## src/rtl/gpio_key_debounce.sv

```systemverilog
// Key conditioner for the EMPU GPIO input bus: two-flop synchroniser, per-key debounce
// counter, registered press strobe and a sticky press flag that firmware clears via evt_clr_i.
module gpio_key_debounce #(
    parameter int NUM_KEYS        = 4,
    parameter int DEBOUNCE_CYCLES = 500000,
    parameter bit ACTIVE_LOW      = 1'b1
) (
    input  logic                sys_clk_i,
    input  logic                reset_n_i,
    input  logic [NUM_KEYS-1:0] key_i,
    input  logic [NUM_KEYS-1:0] evt_clr_i,
    output logic [NUM_KEYS-1:0] key_level_o,
    output logic [NUM_KEYS-1:0] key_pulse_o,
    output logic [NUM_KEYS-1:0] key_press_o,
    output logic [15:0]         gpioin_o
);

    localparam int CNT_W = $clog2(DEBOUNCE_CYCLES);
    localparam logic [CNT_W-1:0] CNT_LAST = CNT_W'(DEBOUNCE_CYCLES - 1);
    localparam logic [NUM_KEYS-1:0] PIN_RELEASED = ACTIVE_LOW ? {NUM_KEYS{1'b1}} : {NUM_KEYS{1'b0}};

    if (2 * NUM_KEYS > 16) begin : g_bad_num_keys
        $error("gpio_key_debounce: 2*NUM_KEYS must not exceed 16");
    end
    if (DEBOUNCE_CYCLES < 2) begin : g_bad_debounce
        $error("gpio_key_debounce: DEBOUNCE_CYCLES must be at least 2");
    end

    logic [NUM_KEYS-1:0] sync1;
    logic [NUM_KEYS-1:0] sync2;
    logic [NUM_KEYS-1:0] raw;
    logic [NUM_KEYS-1:0] accept;
    logic [NUM_KEYS-1:0] press_set;

    // Sync flops reset to the released pin level so leaving reset never looks like a press.
    always_ff @(posedge sys_clk_i) begin
        if (!reset_n_i) begin
            sync1 <= PIN_RELEASED;
            sync2 <= PIN_RELEASED;
        end else begin
            sync1 <= key_i;
            sync2 <= sync1;
        end
    end

    assign raw = ACTIVE_LOW ? ~sync2 : sync2;

    for (genvar k = 0; k < NUM_KEYS; k++) begin : g_key
        logic [CNT_W-1:0] cnt;

        assign accept[k] = (raw[k] != key_level_o[k]) && (cnt == CNT_LAST);

        // Any sample that agrees with the accepted level restarts the count.
        always_ff @(posedge sys_clk_i) begin
            if (!reset_n_i) begin
                cnt <= '0;
            end else if (raw[k] == key_level_o[k] || accept[k]) begin
                cnt <= '0;
            end else begin
                cnt <= cnt + 1'b1;
            end
        end
    end

    assign press_set = accept & raw;

    // A set in the same cycle as a clear wins, so no press is lost.
    always_ff @(posedge sys_clk_i) begin
        if (!reset_n_i) begin
            key_level_o <= '0;
            key_pulse_o <= '0;
            key_press_o <= '0;
        end else begin
            key_level_o <= key_level_o ^ accept;
            key_pulse_o <= press_set;
            key_press_o <= (key_press_o & ~evt_clr_i) | press_set;
        end
    end

    always_comb begin
        gpioin_o = '0;
        gpioin_o[NUM_KEYS-1:0]          = key_level_o;
        gpioin_o[2*NUM_KEYS-1:NUM_KEYS] = key_press_o;
    end

endmodule

```

## config.mk

```make
export PLATFORM = sky130hd
export DESIGN_NAME = gpio_key_debounce
export DESIGN_NICKNAME = d
export VERILOG_FILES = /design/src/rtl/gpio_key_debounce.sv
export SDC_FILE = /design/constraint.sdc
export NUM_CORES = 1
export LEC_CHECK = 0
export ABC_AREA = 1
export ABC_CLOCK_PERIOD_IN_PS = 1800
export CAP_MARGIN = 5
export CORE_MARGIN = 8
export CORE_UTILIZATION = 30
export CTS_BUF_LIST = sky130_fd_sc_hd__clkbuf_8
export CTS_CLUSTER_DIAMETER = 30
export DETAILED_ROUTE_END_ITERATION = 16
export PLACE_DENSITY_LB_ADDON = 0.08
export SLEW_MARGIN = 0
export SYNTH_ARGS = -nofsm -noshare
export SYNTH_HDL_FRONTEND = slang
export SYNTH_SLANG_ARGS = --single-unit
```

## constraint.sdc

```tcl
create_clock -name sys_clk_i -period 1.8 [get_ports sys_clk_i]
set_input_delay 0.54 -clock sys_clk_i [delete_from_list [all_inputs] [get_ports sys_clk_i]]
set_output_delay 0.54 -clock sys_clk_i [all_outputs]
set_load 0.03 [all_outputs]
```

==> results of run 1 <==
-- repair_timing --
action | 4_1_cts | 5_1_grt
endpoints found under the hold margin | 0 | 0
setup endpoints to repair | 20 | 3
gates resized for setup | 22 | 2
-- area by class of cell --
class,instances,area (µm²)
multi-input combinational,522,2530
clock buffer,11,151
inverter,83,312
sequential,96,1920
tap,220,275
clock inverter,5,47.5
timing repair buffer,40,378
fill,1768,10700
-- power by group --
part | leakage (µW) | total, µW | internal (µW) | switching [µW]
logic | 0.00117 | 105 | 43.8 | 61.2
clock network | 0.000112 | 1450 | 705 | 747
registers | 0.000775 | 2140 | 2130 | 5.85
total | 0.00206 | 3700 | 2880 | 814
-- state kept, by name, indices dropped and copies added (netlist names) --
name and count:
g_key.cnt 76, key_level_o 4, sync1 4, key_press_o 4, key_pulse_o 4, sync2 4
-- metrics by stage --
step / cells / utilization [%]
2_1_floorplan: 722 / -
3_3_place_gp: 961 / 33.4
3_5_place_dp: 961 / 33.4
4_1_cts: 977 / 34.5
5_1_grt: 977 / 34.5
6_report: 977 / 34.5
-- cell families after synthesis --
| kind of cell | Yosys count | synth area share, % |
|---|---|---|
| AO/OA/AOI/OAI | 47 | 4.78 |
| XOR/XNOR | 29 | 5.16 |
| adder cells (fa/ha/maj) | 4 | 1.02 |
| buffers and inverters | 104 | 9.95 |
| flip-flops | 96 | 39.1 |
| other | 1 | 0.0762 |
| AND/OR/NAND/NOR | 434 | 39.9 |
-- cells in the final DEF, fill, tap and decap left out --
| cell type | count |
|---|---|
| clkbuf_8 | 11 |
| nor3_4 | 2 |
| nand3_1 | 45 |
| nor2_1 | 149 |
| or2_2 | 13 |
| nand3_4 | 2 |
| dfxtp_1 | 96 |
| nand3_2 | 3 |
| nand2_2 | 7 |
| o21ai_1 | 1 |
| conb_1 | 8 |
| buf_4 | 9 |
| clkdlybuf4s50_1 | 9 |
| clkdlybuf4s15_1 | 4 |
| nand2_1 | 163 |
| xor2_1 | 20 |
| xnor2_1 | 9 |
| nand3b_1 | 5 |
| o21ai_0 | 19 |
| a21oi_1 | 27 |
| nor2_2 | 15 |
| nand4_1 | 16 |
| inv_1 | 85 |
| or2_0 | 5 |
| dlygate4sd2_1 | 16 |
| ha_1 | 4 |
| bufinv_16 | 1 |
| nor2_4 | 4 |
| nand2_4 | 2 |
| clkinv_2 | 2 |
| buf_12 | 2 |
| nor3_1 | 3 |
-- worst reg2reg max path, stage by stage (launching register included) --
cell and delay, ns:
dfxtp_1 0.38, ha_1 0.29, nand3_4 0.14, nor3_4 0.23
nand2_2 0.10, nand2_4 0.26, inv_1 0.08, nand2_1 0.06
inv_1 0.03
-- per-layer routing --
layer	vias to the layer above	wire [µm]	track usage, %
li1	2271	-	-
met1	1802	5330	13.5
met2	43	4940	18.4
met3	10	411	3.53
met4	0	116	2.99
met5	-	0	0
-- worst paths after layout --
| check | start | endpoint | slack (ns) | cells after the start |
|---|---|---|---|---|
| hold reg to reg | sync1[3] | sync2[3] | 0.41 | 1 |
| setup reg to reg | g_key[0].cnt[0] | g_key[0].cnt[16] | 0.14 | 8 |
| hold / removal | sync1[3] | sync2[3] | 0.41 | 1 |
| setup / recovery | key_level_o[3] | key_level_o[3] | 0.07 | 1 |
==> impl_metrics.json, run 1 <==
{
  "dp_slack_ns": -0.185,
  "portBuffers": 29,
  "synth_area_um2": 4920,
  "hpwl_mm": 8.34,
  "setup_violations": 0,
  "clk_pin_slew_ns": 0.09,
  "dr.pass1.iters": 4,
  "critical_path_buf_inv_count": 1,
  "max_freq_mhz": 578,
  "drc": 0,
  "clk-insertion-delay-late_ns": 0.37,
  "core_area_um2": 16300,
  "ys_warn_count": 0,
  "cp_cell_sequence": "clkdlybuf4s15_1",
  "grt_max_degree": 20,
  "critPathMaxStageDelay_ns": 0.42,
  "leakagePower_uw": 0.00206,
  "synth_common_cells": "nand2_1 (163), nor2_1 (149), dfxtp_1 (96), inv_1 (83), nand3_1 (45)",
  "synth.most_common_cell": "nand2_1",
  "wl_mm": 10.8,
  "fin_setup_tns_ns": 0,
  "worstPathRequired_ns": 1.26,
  "synth.distinct_cells": 27,
  "area_delta_synth_final_pct": 14.2,
  "ir_worst_vdd_uv": 321,
  "placement_rows": 47,
  "gp_congestion": 0.838,
  "fin_crit_sh_pct": 96.0,
  "synth_edf_count": 0,
  "synth_top_area_share_pct": 39.1,
  "synth_top_flop_cell": "dfxtp_1",
  "end_kind": "output port",
  "cts_max_path_buffers": 2,
  "die_area_um2": 20700,
  "vias_per_cell": 4.22,
  "placed_area_um2": 5440,
  "status": "finished, final reports clean",
  "synth_area_leaders": "dfxtp_1 (39%), nand2_1 (12%), nor2_1 (11%)",
  "totalPowerFinal_uw": 3700,
  "fin_ws_ns": 0.0712,
  "hold_viol": 0,
  "syn_area_per_cell_um2": 6.88,
  "synth_top_area_cell": "dfxtp_1",
  "drtIter0Drc": 162,
  "cts_tree": "done",
  "hold_path.class": "reg2reg",
  "wl_per_cell_um": 11.1,
  "cpMaxStageDelayCell": "dfxtp_1",
  "drive_gt1_share_pct": 9.64,
  "hold_buffers": 0,
  "start_kind": "flip-flop",
  "grt_pass1_vias": 3900,
  "fin_crit_ns": 1.73,
  "die_h_um": 144,
  "rsz0062_at_grt": "yes",
  "antenna_found_initial": 0,
  "vias": 4126,
  "antenna_left": 0,
  "cts_buffers": 9,
  "slew_viol_final": 0,
  "grt_overflow_total": 0,
  "insertedDiodeCount": 0,
  "die_w_um": 144,
  "cp_max_fo": 4,
  "nNetsFinal": 766,
  "timing.hold.ws_ns": 0.411,
  "ys_seq_elements": 96,
  "postCtsSetupRepairBufs": 0,
  "clock-skew-final_ns": 0.00648,
  "critPathKind": "reg2out",
  "maxCapViolCount": 0,
  "ys_seq_area_share_pct": 39.1,
  "grt_usage_pct": 11.1,
  "cp.arrival_ns": 1.19,
  "h-tree-depth": 3,
  "io_pins": 38,
  "syn_inst": 715,
  "powerDensity_nw_per_um2": 658,
  "grt_pass1_wl_mm": 18.3,
  "cts_root_buf": "clkbuf_8",
  "crit_family": "flip-flops",
  "stdcell_area_um2": 5620,
  "initial_core_util_pct": 30.2,
  "cts_sinks": 96,
  "synthArstFlopShare_pct": 0
}
Note: power is estimated with default switching activity, not from simulation.
==> run 2, diff against run 1 <==
--- a/config.mk
+++ b/config.mk
@@ -8,7 +8,7 @@
 export ABC_AREA = 1
 export ABC_CLOCK_PERIOD_IN_PS = 1800
 export CAP_MARGIN = 5
-export CORE_MARGIN = 8
+export CORE_MARGIN = 3
 export CORE_UTILIZATION = 30
 export CTS_BUF_LIST = sky130_fd_sc_hd__clkbuf_8
 export CTS_CLUSTER_DIAMETER = 30
==> impl_metrics.json, run 2 (synthesis results as in run 1) <==
{
  "status": "finished, final reports clean",
  "ir_worst_vdd_uv": 266,
  "drc": 0,
  "io_pins": 38,
  "postCtsSetupRepairBufs": 0,
  "fin_ws_ns": 0.0881,
  "reg2reg_slack_ns": 0.22,
  "die_h_um": 134,
  "hold_buffers": 0,
  "largest-register": "g_key.cnt",
  "min-delay-start": "sync1[0]",
  "core_area_um2": 15900,
  "cts_sinks": 96,
  "max_freq_mhz": 584,
  "cts_max_path_buffers": 2,
  "hold_path.class": "reg2reg",
  "grt_overflow_total": 0,
  "end_kind": "output port",
  "leakagePower_uw": 0.00206,
  "crit_family": "buffers and inverters",
  "wl_per_cell_um": 10.9,
  "cp_max_fo": 4,
  "dr.pass1.iters": 6,
  "portBuffers": 29,
  "antenna_found_initial": 0,
  "initial_core_util_pct": 30.9,
  "critPathKind": "reg2out",
  "cp_cell_sequence": "dlygate4sd2_1",
  "postLayoutCoreUtil_pct": 35.2,
  "cts_root_buf": "clkbuf_8",
  "rsz0062_at_grt": "no",
  "most-common-layout-cells": "nand2_1 (163), nor2_1 (149), dfxtp_1 (96)",
  "clk_pin_slew_ns": 0.09,
  "largest_reg_flops": 76,
  "cts_buffers": 9,
  "worstPathRequired_ns": 1.26,
  "antenna_left": 0,
  "dp_cells": 956,
  "slew_viol_final": 0,
  "grt_max_degree": 20,
  "critPathMaxStageDelay_ns": 0.42,
  "h-tree-depth": 3,
  "placement_rows": 46,
  "dp_slack_ns": -0.187,
  "fin_crit_ns": 1.71,
  "insertedDiodeCount": 0,
  "wl_mm": 10.6,
  "drtIter0Drc": 232,
  "fin_setup_tns_ns": 0,
  "crit_start": "key_level_o[0]",
  "gp_congestion": 0.825,
  "area_delta_synth_final_pct": 14.0,
  "start_kind": "flip-flop",
  "drive_gt1_share_pct": 9.66,
  "postCtsResizedCells": 20,
  "maxCapViolCount": 0,
  "grt_pass1_wl_mm": 18.0,
  "cpMaxStageDelayCell": "dlygate4sd2_1",
  "critical_path_buf_inv_count": 1,
  "cp.arrival_ns": 1.17,
  "vias": 4151,
  "powerDensity_nw_per_um2": 676,
  "fin_crit_sh_pct": 95.1,
  "grt_usage_pct": 12.2,
  "timing.hold.ws_ns": 0.423,
  "vias_per_cell": 4.27,
  "clock-skew-final_ns": 0.00521,
  "die_area_um2": 18000,
  "layout_commonest_cell": "nand2_1",
  "clk-insertion-delay-late_ns": 0.36,
  "hpwl_mm": 8.16,
  "cts_tree": "done",
  "die_w_um": 134,
  "finalNonFillerCells": 972,
  "hold_viol": 0,
  "setup_violations": 0,
  "grt_pass1_vias": 3867,
  "r2r-start": "g_key[0].cnt[0]",
  "nNetsFinal": 765
}
## run 2: through the flow
step,area [µm²],power [µW]
4_1_cts,5600,3870
3_5_place_dp,5420,2290
2_1_floorplan,4940,2270
5_1_grt,5610,3960
3_3_place_gp,5420,2290
6_report,5610,3790
## run 2: cell type report
class,instances,area (µm²)
flip-flops and latches,96,1920
multi-input cells,522,2540
inverters,83,312
repair buffers,39,345
clock inverters,6,76.3
well taps,216,270
clock buffers,10,138
fillers,1760,10300
## run 2: power breakdown
part	switching, µW	internal, µW
sequential	6.11	2130
clock	743	805
combinational	59.7	41.4
total	808	2980
## run 2: routing by layer
| layer | routed length [µm] | up-vias | track usage (%) | part of all wire [%] |
|---|---|---|---|---|
| met5 | 0 | - | 0 | 0 |
| met3 | 392 | 9 | 3.94 | 3.7 |
| met4 | 104 | 0 | 3.05 | 0.99 |
| li1 | - | 2268 | - | - |
| met1 | 5330 | 1834 | 15.6 | 50 |
| met2 | 4730 | 40 | 20.1 | 45 |
## run 2: final timing paths
kind                                          to  cells after the start
worst max-delay path                 gpioin_o[0]                      1
worst min-delay path                    sync2[0]                      1
worst max register to register  g_key[0].cnt[16]                      8
worst min register to register          sync2[0]                      1
==> run 3, diff against run 2 <==
--- a/config.mk
+++ b/config.mk
@@ -13,6 +13,7 @@
 export CTS_BUF_LIST = sky130_fd_sc_hd__clkbuf_8
 export CTS_CLUSTER_DIAMETER = 30
 export DETAILED_ROUTE_END_ITERATION = 16
+export DONT_BUFFER_PORTS = 1
 export PLACE_DENSITY_LB_ADDON = 0.08
 export SLEW_MARGIN = 0
 export SYNTH_ARGS = -nofsm -noshare
==> impl_metrics.json, run 3 (synthesis results as in run 1) <==
{
  "finalNonFillerCells": 945,
  "clock-skew-final_ns": 0.00887,
  "postCtsSetupRepairBufs": 0,
  "grt_pass1_vias": 3955,
  "reg2reg_slack_ns": 0.22,
  "h-tree-depth": 3,
  "hold_buffers": 0,
  "p_sw_uw": 872,
  "antenna_found_initial": 4,
  "ir_worst_vdd_uv": 384,
  "worstPathRequired_ns": 1.26,
  "placement_rows": 46,
  "vias": 4104,
  "cts_max_path_buffers": 2,
  "cts_sinks": 96,
  "totalPowerFinal_uw": 4000,
  "hold_viol": 0,
  "clk-insertion-delay-late_ns": 0.38,
  "area_delta_synth_final_pct": 10.2,
  "portBuffers": 0,
  "power_switching_share_pct": 21.8,
  "cts_tree": "done",
  "core_area_um2": 15900,
  "comb_power_share_pct": 1.9,
  "hold_path.class": "in2reg",
  "max-slew-margin-rel_pct": 59.6,
  "grt_max_degree": 18,
  "power_frac_seq_pct": 53.5,
  "min-delay-start": "key_i[2]",
  "antenna_left": 0,
  "grt_usage_pct": 12.7,
  "die_area_um2": 18000,
  "cts_buffers": 9,
  "fin_crit_ns": 1.64,
  "wl_per_cell_um": 11.4,
  "drc": 0,
  "r2r_end": "g_key[0].cnt[11]",
  "postLayoutCoreUtil_pct": 34.0,
  "dr.pass1.iters": 4,
  "dp_cells": 929,
  "r2r-start": "g_key[0].cnt[0]",
  "holdPathStages": 1,
  "end_kind": "output port",
  "grt_overflow_total": 0,
  "largest-register": "g_key.cnt",
  "max_freq_mhz": 610,
  "wl_mm": 10.8,
  "drive_gt1_share_pct": 10.4,
  "gp_congestion": 0.816,
  "layout_commonest_cell": "nand2_1",
  "initial_core_util_pct": 30.9,
  "intPower_uw": 3120,
  "slew_viol_final": 0,
  "reg2reg_depth": 7,
  "whs_endpoint": "sync1[2]",
  "drtIter0Drc": 171,
  "start_kind": "flip-flop",
  "die_h_um": 134,
  "die_w_um": 134,
  "nNetsFinal": 738,
  "vias_per_cell": 4.34,
  "fin_crit_sh_pct": 91.0,
  "powerDensity_nw_per_um2": 737,
  "insertedDiodeCount": 0,
  "postCtsResizedCells": 0,
  "cp.arrival_ns": 1.10,
  "rsz0062_at_grt": "no",
  "io_pins": 38,
  "nFillCells": 1784,
  "clk_pin_slew_ns": 0.10,
  "critPathKind": "reg2out",
  "setup_violations": 0,
  "cp_max_fo": 3,
  "leakagePower_uw": 0.00190,
  "grt_pass1_wl_mm": 18.6,
  "maxCapViolCount": 0,
  "timing.hold.ws_ns": 0.260,
  "hpwl_mm": 8.32,
  "cts_root_buf": "clkbuf_8",
  "most-common-layout-cells": "nand2_1 (163), nor2_1 (149), dfxtp_1 (96)",
  "status": "finished, final reports clean",
  "worst_slew_pin_slew_ns": 0.605,
  "p_clk_share_pct": 44.6,
  "largest_reg_flops": 76,
  "fin_setup_tns_ns": 0
}
-- run 3: cell count changes in the layout (fill, tap and decap cells not counted), sizes merged --
cell	change
buf	+2
bufinv	+1
clkbuf	-2
clkdlybuf4s50	-9
clkinv	+2
dlygate4sd2	-18
inv	-3
-- run 3: worst max path at each step --
stage / from / to / slack (ns) / depth (start not counted)
detailed placement: g_key[0].cnt[0] / g_key[0].cnt[11] / 0.22 / 7
global placement: g_key[0].cnt[0] / g_key[0].cnt[11] / 0.27 / 7
floorplan: g_key[0].cnt[0] / g_key[0].cnt[15] / 0.38 / 7
CTS: key_press_o[0] / key_press_o[0] / 0.12 / 0
global route: g_key[0].cnt[0] / g_key[0].cnt[7] / 0.08 / 7
finish: key_press_o[0] / key_press_o[0] / 0.16 / 0
-- run 3: power groups by stage --
stage	combinational [µW]	clock, µW	sequential (µW)
6_report	76.3	1780	2140
5_1_grt	85.0	1950	2140
4_1_cts	77.2	1870	2140
3_5_place_dp	77.2	0	2190
3_3_place_gp	76.6	0	2190
2_1_floorplan	77.5	0	2190
-- run 3: final cells by class --
| type | instances | area (µm²) | area share (%) |
|---|---|---|---|
| multi-input cells | 522 | 2530 | 46.8 |
| flip-flops and latches | 96 | 1920 | 35.5 |
| inverters | 83 | 312 | 5.75 |
| well taps | 216 | 270 | 4.99 |
| clock buffers | 10 | 138 | 2.54 |
| repair buffers | 12 | 128 | 2.36 |
| clock inverters | 6 | 116 | 2.15 |
-- run 3: metal layers --
layer | global-route usage (%) | part of all wire (%) | routed length, µm
met2 | 21.3 | 46 | 4970
met4 | 3.28 | 1.3 | 137
met5 | 0 | 0.38 | 41
met3 | 4.61 | 4.6 | 496
met1 | 15.7 | 48 | 5150
-- run 3: through the flow --
stage | worst slack [ns] | area, µm²
global placement | 0.271 | 5160
detailed placement | 0.218 | 5160
global route | 0.0788 | 5420
finish | 0.162 | 5420
floorplan | 0.384 | 4940
CTS | 0.119 | 5420
